===== src/rtl/led_seq_pkg.sv =====
// Shared types and helpers for the thermometer LED sequence monitor.
package led_seq_pkg;

  typedef enum logic {
    HUNT   = 1'b0,
    LOCKED = 1'b1
  } state_e;

  localparam int unsigned MAX_W      = 32;
  localparam int unsigned DEF_LENGTH = 8;
  localparam int unsigned LEVEL_W    = $clog2(DEF_LENGTH + 1);

  function automatic int unsigned level_w(input int unsigned len);
    return $clog2(len + 1);
  endfunction

  // Successor of a len-bit fill pattern: full wraps to empty, else one more MSB-side one.
  function automatic logic [MAX_W-1:0] therm_next(input logic [MAX_W-1:0] p,
                                                  input int unsigned     len);
    logic [MAX_W-1:0] mask;
    mask = (len >= MAX_W) ? '1 : ((MAX_W'(1) << len) - MAX_W'(1));
    if ((p & mask) == mask) return '0;
    return ((p & mask) >> 1) | (MAX_W'(1) << (len - 1));
  endfunction

endpackage


===== src/rtl/led_sequence_monitor_decode.sv =====
// Combinational decode of an LED pattern: ones count, thermometer shape, full flag.
module therm_decode #(
  parameter int unsigned W  = 8,
  parameter int unsigned LW = 4
) (
  input  logic [W-1:0]  i_pattern,
  output logic [LW-1:0] o_popcount,
  output logic          o_is_thermometer,
  output logic          o_is_full
);

  logic [W-1:0] w_expect;

  always_comb begin
    o_popcount = '0;
    for (int unsigned i = 0; i < W; i++) o_popcount = o_popcount + LW'(i_pattern[i]);
  end

  // A legal fill of k ones occupies exactly the top k bit positions.
  always_comb begin
    w_expect = '0;
    for (int unsigned i = 0; i < W; i++) w_expect[i] = ((i + 32'(o_popcount)) >= W);
  end

  assign o_is_thermometer = (i_pattern == w_expect);
  assign o_is_full        = &i_pattern;

endmodule


===== src/rtl/led_sequence_monitor.sv =====
// Receive-side checker that tracks an LED thermometer fill sequence and flags illegal steps.
module led_sequence_monitor
  import led_seq_pkg::*;
#(
  parameter int unsigned MAX_LENGTH = 8,
  parameter bit          ALLOW_HOLD = 1'b0,
  parameter int unsigned ERR_W      = 8,
  parameter int unsigned CYC_W      = 16
) (
  input  logic                             clk,
  input  logic                             rst_n,
  input  logic                             sample_en,
  input  logic [MAX_LENGTH-1:0]            led_in,
  input  logic                             clr_cnt,
  output logic                             locked,
  output logic [level_w(MAX_LENGTH)-1:0]   level,
  output logic                             level_vld,
  output logic                             cycle_done,
  output logic                             seq_err,
  output logic [ERR_W-1:0]                 err_cnt,
  output logic [CYC_W-1:0]                 cycle_cnt
);

  localparam int unsigned LW = level_w(MAX_LENGTH);

  state_e                r_state, w_state_nxt;
  logic [MAX_LENGTH-1:0] r_prev, w_prev_nxt, w_next;
  logic                  r_prev_full, w_prev_full_nxt;
  logic [LW-1:0]         r_level, w_level_nxt, w_popcnt;
  logic                  r_locked, r_level_vld, r_cycle_done, r_seq_err;
  logic                  w_level_vld_nxt, w_cycle_done_nxt, w_seq_err_nxt;
  logic                  w_is_therm, w_is_full, w_succ, w_hold;
  logic [ERR_W-1:0]      r_err_cnt;
  logic [CYC_W-1:0]      r_cycle_cnt;

  therm_decode #(
    .W  (MAX_LENGTH),
    .LW (LW)
  ) u_decode (
    .i_pattern        (led_in),
    .o_popcount       (w_popcnt),
    .o_is_thermometer (w_is_therm),
    .o_is_full        (w_is_full)
  );

  assign w_next = MAX_LENGTH'(therm_next(MAX_W'(r_prev), MAX_LENGTH));
  assign w_succ = w_is_therm && (led_in == w_next);
  assign w_hold = ALLOW_HOLD && (led_in == r_prev);

  always_ff @(posedge clk or negedge rst_n) begin
    if (!rst_n) r_state <= HUNT;
    else        r_state <= w_state_nxt;
  end

  always_comb begin
    w_state_nxt      = r_state;
    w_prev_nxt       = r_prev;
    w_prev_full_nxt  = r_prev_full;
    w_level_nxt      = r_level;
    w_level_vld_nxt  = 1'b0;
    w_cycle_done_nxt = 1'b0;
    w_seq_err_nxt    = 1'b0;
    if (sample_en) begin
      case (r_state)
        HUNT: begin
          if (led_in == '0) begin
            w_state_nxt     = LOCKED;
            w_prev_nxt      = '0;
            w_prev_full_nxt = 1'b0;
            w_level_nxt     = '0;
            w_level_vld_nxt = 1'b1;
          end
        end
        LOCKED: begin
          if (w_succ) begin
            w_prev_nxt       = led_in;
            w_prev_full_nxt  = w_is_full;
            w_level_nxt      = w_popcnt;
            w_level_vld_nxt  = 1'b1;
            w_cycle_done_nxt = r_prev_full;
          end else if (!w_hold) begin
            // A bad zero does not relock here; only the next zero sample does.
            w_seq_err_nxt = 1'b1;
            w_state_nxt   = HUNT;
          end
        end
        default: w_state_nxt = HUNT;
      endcase
    end
  end

  always_ff @(posedge clk or negedge rst_n) begin
    if (!rst_n) begin
      r_prev       <= '0;
      r_prev_full  <= 1'b0;
      r_level      <= '0;
      r_locked     <= 1'b0;
      r_level_vld  <= 1'b0;
      r_cycle_done <= 1'b0;
      r_seq_err    <= 1'b0;
      r_err_cnt    <= '0;
      r_cycle_cnt  <= '0;
    end else begin
      r_prev       <= w_prev_nxt;
      r_prev_full  <= w_prev_full_nxt;
      r_level      <= w_level_nxt;
      r_locked     <= (w_state_nxt == LOCKED);
      r_level_vld  <= w_level_vld_nxt;
      r_cycle_done <= w_cycle_done_nxt;
      r_seq_err    <= w_seq_err_nxt;
      // Clear has priority over any coincident increment.
      if (clr_cnt) begin
        r_err_cnt   <= '0;
        r_cycle_cnt <= '0;
      end else begin
        if (w_seq_err_nxt && (r_err_cnt != '1)) r_err_cnt <= r_err_cnt + ERR_W'(1);
        if (w_cycle_done_nxt)                   r_cycle_cnt <= r_cycle_cnt + CYC_W'(1);
      end
    end
  end

  assign locked     = r_locked;
  assign level      = r_level;
  assign level_vld  = r_level_vld;
  assign cycle_done = r_cycle_done;
  assign seq_err    = r_seq_err;
  assign err_cnt    = r_err_cnt;
  assign cycle_cnt  = r_cycle_cnt;

endmodule


===== config.mk =====
export PLATFORM = sky130hd
export DESIGN_NAME = led_sequence_monitor
export DESIGN_NICKNAME = d
export VERILOG_FILES = /design/src/rtl/led_seq_pkg.sv /design/src/rtl/led_sequence_monitor_decode.sv /design/src/rtl/led_sequence_monitor.sv
export SDC_FILE = /design/constraint.sdc
export NUM_CORES = 1
export LEC_CHECK = 0
export ABC_AREA = 1
export CAP_MARGIN = 20
export CORE_MARGIN = 2
export CORE_UTILIZATION = 50
export CTS_CLUSTER_DIAMETER = 40
export DETAILED_ROUTE_END_ITERATION = 8
export GPL_ROUTABILITY_DRIVEN = 1
export PLACE_DENSITY = 0.78
export SYNTH_ARGS = -nofsm -noshare
export SYNTH_HDL_FRONTEND = slang
export SYNTH_SLANG_ARGS = --single-unit
export TNS_END_PERCENT = 5

===== constraint.sdc =====
create_clock -name clk -period 1.98 [get_ports clk]
set_clock_uncertainty 0.15 [all_clocks]
set_input_delay 0.396 -clock clk [delete_from_list [all_inputs] [get_ports clk]]
set_output_delay 0.396 -clock clk [all_outputs]
set_load 0.1 [all_outputs]

== Yosys cells after proc, flatten, opt, wreduce, memory -nomap -nowiden ==
Index checks and enable logic that the tools add are counted.

* Bitwise logic cells: 1
* Add/subtract/negate cells: 16
* Multiply operators: 0
* Divide/modulo/power cells: 0
* Magnitude comparators: 8
* Shift operators: 0
* Multiplexer cells: 26
* Eq/ne operators: 6
* Reduce and logical (&&, ||, !) cells: 7

{| class="wikitable"
|+ Operators by type and width
! kind !! number
|-
| greater-or-equal comparator 32 x 4 -> 1 bit (second input constant) || 7
|-
| two-way mux 8 bit || 6
|-
| two-way mux 16 bit || 2
|-
| adder 4 x 1 -> 4 bit || 6
|-
| adder 3 x 4 -> 5 bit (first input constant) || 4
|-
| adder 16 x 1 -> 16 bit (second input constant) || 1
|-
| == test 8 bit || 2
|-
| case mux 8 bit (2 select lines) || 1
|-
| two-way mux 1 bit || 12
|-
| adder 2 x 4 -> 5 bit (first input constant) || 2
|-
| adder 8 x 1 -> 8 bit (second input constant) || 1
|-
| == test 8 bit (second input constant) || 1
|-
| logical NOT 8 bit || 1
|-
| two-way mux 4 bit || 2
|-
| != test 8 bit (second input constant) || 1
|-
| case mux 4 bit (2 select lines) || 1
|-
| AND reduction 8 bit || 1
|-
| adder 1 x 4 -> 5 bit (first input constant) || 1
|-
| greater-or-equal comparator 4 bit (second input constant) || 1
|-
| case mux 1 bit (2 select lines) || 2
|-
| nonzero test 2 bit || 2
|-
| AND reduction 3 bit || 1
|-
| adder 1 x 1 -> 2 bit || 1
|-
| logical AND 1 bit || 2
|-
| other kinds (3) || 3
|}

* Latch bits: 0
* Word-level logic and storage cells: 73
* Bits in read-only memories: 0
* Output and inout bits: 32
* Memory bits (writable): 0
* Input port bits: 12
* Memories kept: 0
* Bits in registers: 41

== Depth between registers and ports, before layout ==
* Depth after elaboration: 17
* Depth in mapped cells: 23
* Gate-level depth less buffers: 23

== By module ==
Synthesis repeated with hierarchy kept, for this count alone.

* Cell total of the unflattened synthesis: 437
* Area, all modules: 3,004.1 µm²

{| class="wikitable"
|+ Modules (own cells, without submodules)
! module !! times used !! cells each !! area an instance (µm²)
|-
| led_sequence_monitor || 1 || 362 || 2,595.0
|-
| therm_decode || 1 || 75 || 409.1
|}

== Worst setup path before layout ==
Ideal clock, no wire load.

* Kind: input -> register
* Start point: input led_in[0]
* End point: register r_cycle_cnt[3], in the netlist cycle_cnt[3]
* Data required time: 1.716 ns
* Library setup time: 0.114 ns
* Setup slack: -2.122 ns
* Stages: 20
* Data arrival time: 3.838 ns
* Buffers on the path: 0
* Cells stage by stage: inv_1 ha_1 inv_1 fa_1 fa_1 fa_1 fa_1 nand2_1 nand3_1 nand2_1 nand2_1 nand2_1 nor2_1 nand2_2 nor2_8 nand2_1 nor2_1 nand2_1 nand2_1 nor2_1

* Word-level cells in the longest chain between the ends: 15
* Elaborated cells on any way between the ends: 29
* Classes of those cells: add/sub: 14; order compare: 8; eq/ne: 2; mux: 3; reduce/logical: 2

{| class="wikitable"
|+ Ends and longest elaborated chain
! what !! line !! source
|-
| start, declared || led_sequence_monitor.sv:13 || <nowiki>input logic [MAX_LENGTH-1:0] led_in,</nowiki>
|-
| adder 1 x 1 -> 2 bit || led_sequence_monitor_decode.sv:16 || <nowiki>for (int unsigned i = 0; i < W; i++) o_popcount = o_popcount + LW'(i_pattern[i]);</nowiki>
|-
| adder 4 x 1 -> 4 bit (6 in series) || led_sequence_monitor_decode.sv:16 ||
|-
| adder 1 x 4 -> 5 bit, or another cell as far along || led_sequence_monitor_decode.sv:22 || <nowiki>for (int unsigned i = 0; i < W; i++) w_expect[i] = ((i + 32'(o_popcount)) >= W);</nowiki>
|-
| greater-or-equal comparator 32 x 4 -> 1 bit || led_sequence_monitor_decode.sv:22 ||
|-
| == test 8 bit || led_sequence_monitor_decode.sv:25 || <nowiki>assign o_is_thermometer = (i_pattern == w_expect);</nowiki>
|-
| logical AND 1 bit (*) || led_sequence_monitor.sv:47 || <nowiki>assign w_succ = w_is_therm && (led_in == w_next);</nowiki>
|-
| two-way mux 1 bit (*) || led_sequence_monitor.sv:75 || <nowiki>if (w_succ) begin</nowiki>
|-
| two-way mux 1 bit (*) || led_sequence_monitor.sv:64 || <nowiki>case (r_state)</nowiki>
|-
| two-way mux 1 bit (*) || led_sequence_monitor.sv:63 || <nowiki>if (sample_en) begin</nowiki>
|-
| nonzero test 2 bit (no source line) (*) || - ||
|-
| end signal, assigned || led_sequence_monitor.sv:117 || <nowiki>if (w_cycle_done_nxt) r_cycle_cnt <= r_cycle_cnt + CYC_W'(1);</nowiki>
|-
| end, declared || led_sequence_monitor.sv:34 || <nowiki>logic [CYC_W-1:0] r_cycle_cnt;</nowiki>
|}

Mark *: on every way between the ends. The rest lies on a longest branch, timed or not.
A chain may end at the register's enable or synchronous reset.

== Final worst setup path ==
* Start point: input led_in[1]
* End point: register r_cycle_cnt[3], in the netlist cycle_cnt[3]

Same word-level chain as after synthesis.

==> results.md <==
* Status: complete, but fails checks
* Failing checks: hold timing, setup timing
* Max VDD drop at 0.454 mV
* Pwr Density at approximately 580 mW/mm^2
* Worst slew pin tran at 0.521 ns
* Area leader, netlist: dfrtp_1
* CTS root buf: clkbuf_8
* Share of cells above drive strength 1 at 32.0%
* Gate Count Post-Synth at 460
* Hold_buf cts at 0
* Relative slew slack at roughly 65%
* CORE AREA at ~0.0059 mm^2
* Max Root-Sink Buffers at 2
* Worst flop-to-flop path startpoint: r_prev[0]
* DIE HEIGHT at approximately 82 um
* Vias post-DR at approximately 3,700
* CP top delay family: adder cells
* Ys flop type: dfrtp_1
* Clk sinks at 41
* Static Leak at 2.52 nW
* Max Slew Vio Count at 0
* Post-synthesis register bit count at 41
* Final setup viols at 41
* Post-synth top cells: 151 x nand2_1, 59 x inv_1, 52 x nand3_1, 52 x nor2_1, 41 x dfrtp_1
* Crit. Startpoint: led_in[1]
* Crit path max fanout at 5
* Overall global routing resource usage at 30.6%
* Die width at 82.1 um
* RSZ-0062 raised after global routing: yes
* Worst skew pair latency at approximately 0.30 ns
* Routed len/inst at 16.1 um
* Synth Cell Area at 0.00305 mm^2
* Ranking of synthesized cells by area: dfrtp_1 34%, nand2_1 19%, nand3_1 8.5%
* DIE AREA at 0.00673 mm^2
* GRT met2 Usage at between 50 and 60%
* Gr busiest metal: met2
* Largest net degree at the start of global routing at 42
* Initial antenna violation count at 0
* Place WS at -2.97 ns
* CTS tree: built
* First-pass GRT wire length at 15.8 mm
* Yosys cell types at 30
* I/O Buffers at between 40 and 50
* RePlAce Congestion at between 0.9 and 1
* Congestion Overflow GR at 0
* Critical-path top delay cell: fa_1
* Initial DRC count at 520
* Area grow syn2layout at 59.4%
* Period minus WS final at 4.21 ns
* Buf/Inv on CP at 4
* Final Hold Vio Count at 9
* Final antenna-violating net count at 0
* Final Hold Slack at -0.00858 ns
* Ant diodes at 0
* Met3 usage at around 5.6%
* Worst setup margin at -2.23 ns
* Htree depth at 2
* Ys Warns at 0
* Period utilization at 213%
* Clk pin slew, worst setup/hold paths at 0.09 ns
* Cell Rows at 28
* Worst hold path class: primary input to asynchronous set/reset pin
* Most used cell, CP: nand2_1
* Net Count, Synth at 482
* Post-synth top area share at between 30 and 40%
* Crit start category: primary input
* Worst path cell trace: buf_12, inv_12, ha_4, inv_2, fa_1, fa_1, fa_2, fa_2, inv_1, nand2_1, nand2_1, nand2_1, nand2_2, nand2_1, nor2_2, nand3_4, nor2_8, nand2_1, nor2_2, nand2_1, nand2_1, nor2_1
* EDFF count, synth at 0
* Routed WL at 10.7 mm
* Mean area per synthesized cell at 6.62 um^2
* Post-synthesis sequential area ratio at 33.7%
* Post-route setup TNS at -85.10 ns
* Asr flop ratio synth at 100%
* DP Wirelength at 7.15 mm
* Critical Path End Type: flop
* Cell with the most instances after synthesis: nand2_1
* Ports at 44
* Drt drc at 0
* TritonRoute pass-1 iters at 5
* Worst EP arrival at 4.25 ns
* Final nets at approximately 600
* Drt via density at 5.59
* CP peak stage delay at 0.54 ns
* # Max-Cap Violations at 0
* Vias in the first global route at 3,450
* Fmax at 237 MHz
* M1 GR Usage at 39.6%
* Worst Setup Path Type: primary input to flop
* Total CTS buffers at 5
* Initial Utilization at 51.5%
* Worst EP required at 2.02 ns
-- routing by layer --
metal,vias up,share of wire [%]
met5,-,0
met4,0,3.6
met3,50,8.2
met2,225,49
met1,1705,40
li1,1729,-
-- area by class of cell --
type | instances | area, um^2
clock inverters | 3 | 68.8
well taps | 75 | 93.8
repair buffers | 130 | 1430
inverters | 62 | 265
fillers | 372 | 1060
clock buffers | 5 | 68.8
multi-input cells | 347 | 1910
flip-flops and latches | 41 | 1030
-- flip-flops by register name, indices dropped and copies added, names as in the netlist --
signal       cells
cycle_cnt       16
cycle_done       1
seq_err          1
level            4
level_vld        1
r_prev           8
locked           1
err_cnt          8
r_prev_full      1
-- where the power goes --
group | switching (mW) | internal, mW | leakage (nW)
registers | 0.00697 | 0.846 | 0.559
clock network | 0.330 | 0.508 | 0.0687
logic | 0.644 | 0.500 | 1.89
total | 0.981 | 1.85 | 2.52
-- worst reg2reg max path: stages, from the launching register on --
cell and delay, ns:
dfrtp_1 0.36, nand2_1 0.07, nor2_2 0.21, nand2_2 0.23
nand3_2 0.17, nand2_1 0.11, nor2_2 0.19, nand3_4 0.14
nor2_8 0.19, nand2_1 0.15, nor2_2 0.16, nand2_1 0.08
nand2_1 0.09, nor2_1 0.07
-- cells in the final DEF (no fill, tap or decap), types with 6 or more instances in the layout --
cell	n
nand2_1	137
inv_1	52
nand4_1	26
dfrtp_1	41
nand3_1	48
clkdlybuf4s50_1	6
nor2_2	10
xor2_1	10
nor2_1	40
buf_4	83
o21ai_1	12
nand2_2	16
buf_12	33
-- logic make-up (layout without fill, tap and decap cells) --
group / Yosys count / count (layout) / share of synthesized area [%]
and+or+nand+nor: 304 / 304 / 45.0
buffers and inverters: 72 / 200 / 9.45
DFF: 41 / 41 / 33.7
AOI/OAI and AO/OA: 22 / 22 / 3.65
xor gates and xnor gates: 11 / 11 / 3.16
adders and majority gates: 10 / 10 / 5.09
-- timing repair --
action	4_1_cts	5_1_grt
hold endpoints to repair	0	0
pin swaps	16	25
setup buffers	8	1
endpoints found under the setup margin	41	41
gates resized for setup	32	43
cloned	0	1
-- metrics by stage --
step	area [um^2]	hold WS [ns]	instances	utilization [%]	power [mW]
2_1_floorplan	3090	-0.0496	460	-	1.35
3_3_place_gp	4470	0.327	646	75.4	1.73
3_5_place_dp	4470	0.345	646	75.4	1.74
4_1_cts	4720	0.0211	662	79.8	2.67
5_1_grt	4860	0.0463	663	82.0	2.95
6_report	4860	-0.00858	663	82.0	2.83
-- worst paths after layout --
path / end / slack [ns] / cells after the start
setup / recovery: cycle_cnt[3] / -2.23 / 22
hold / removal: r_prev[0] / -0.009 / 2
setup reg to reg: cycle_cnt[3] / -0.48 / 13
hold reg to reg: r_prev[0] / 0.37 / 2
max in group asynchronous: level[2] / 1.32 / 2
min in group clk: r_prev[1] / 0.31 / 4
No activity file was read; power rests on OpenSTA's default activity.
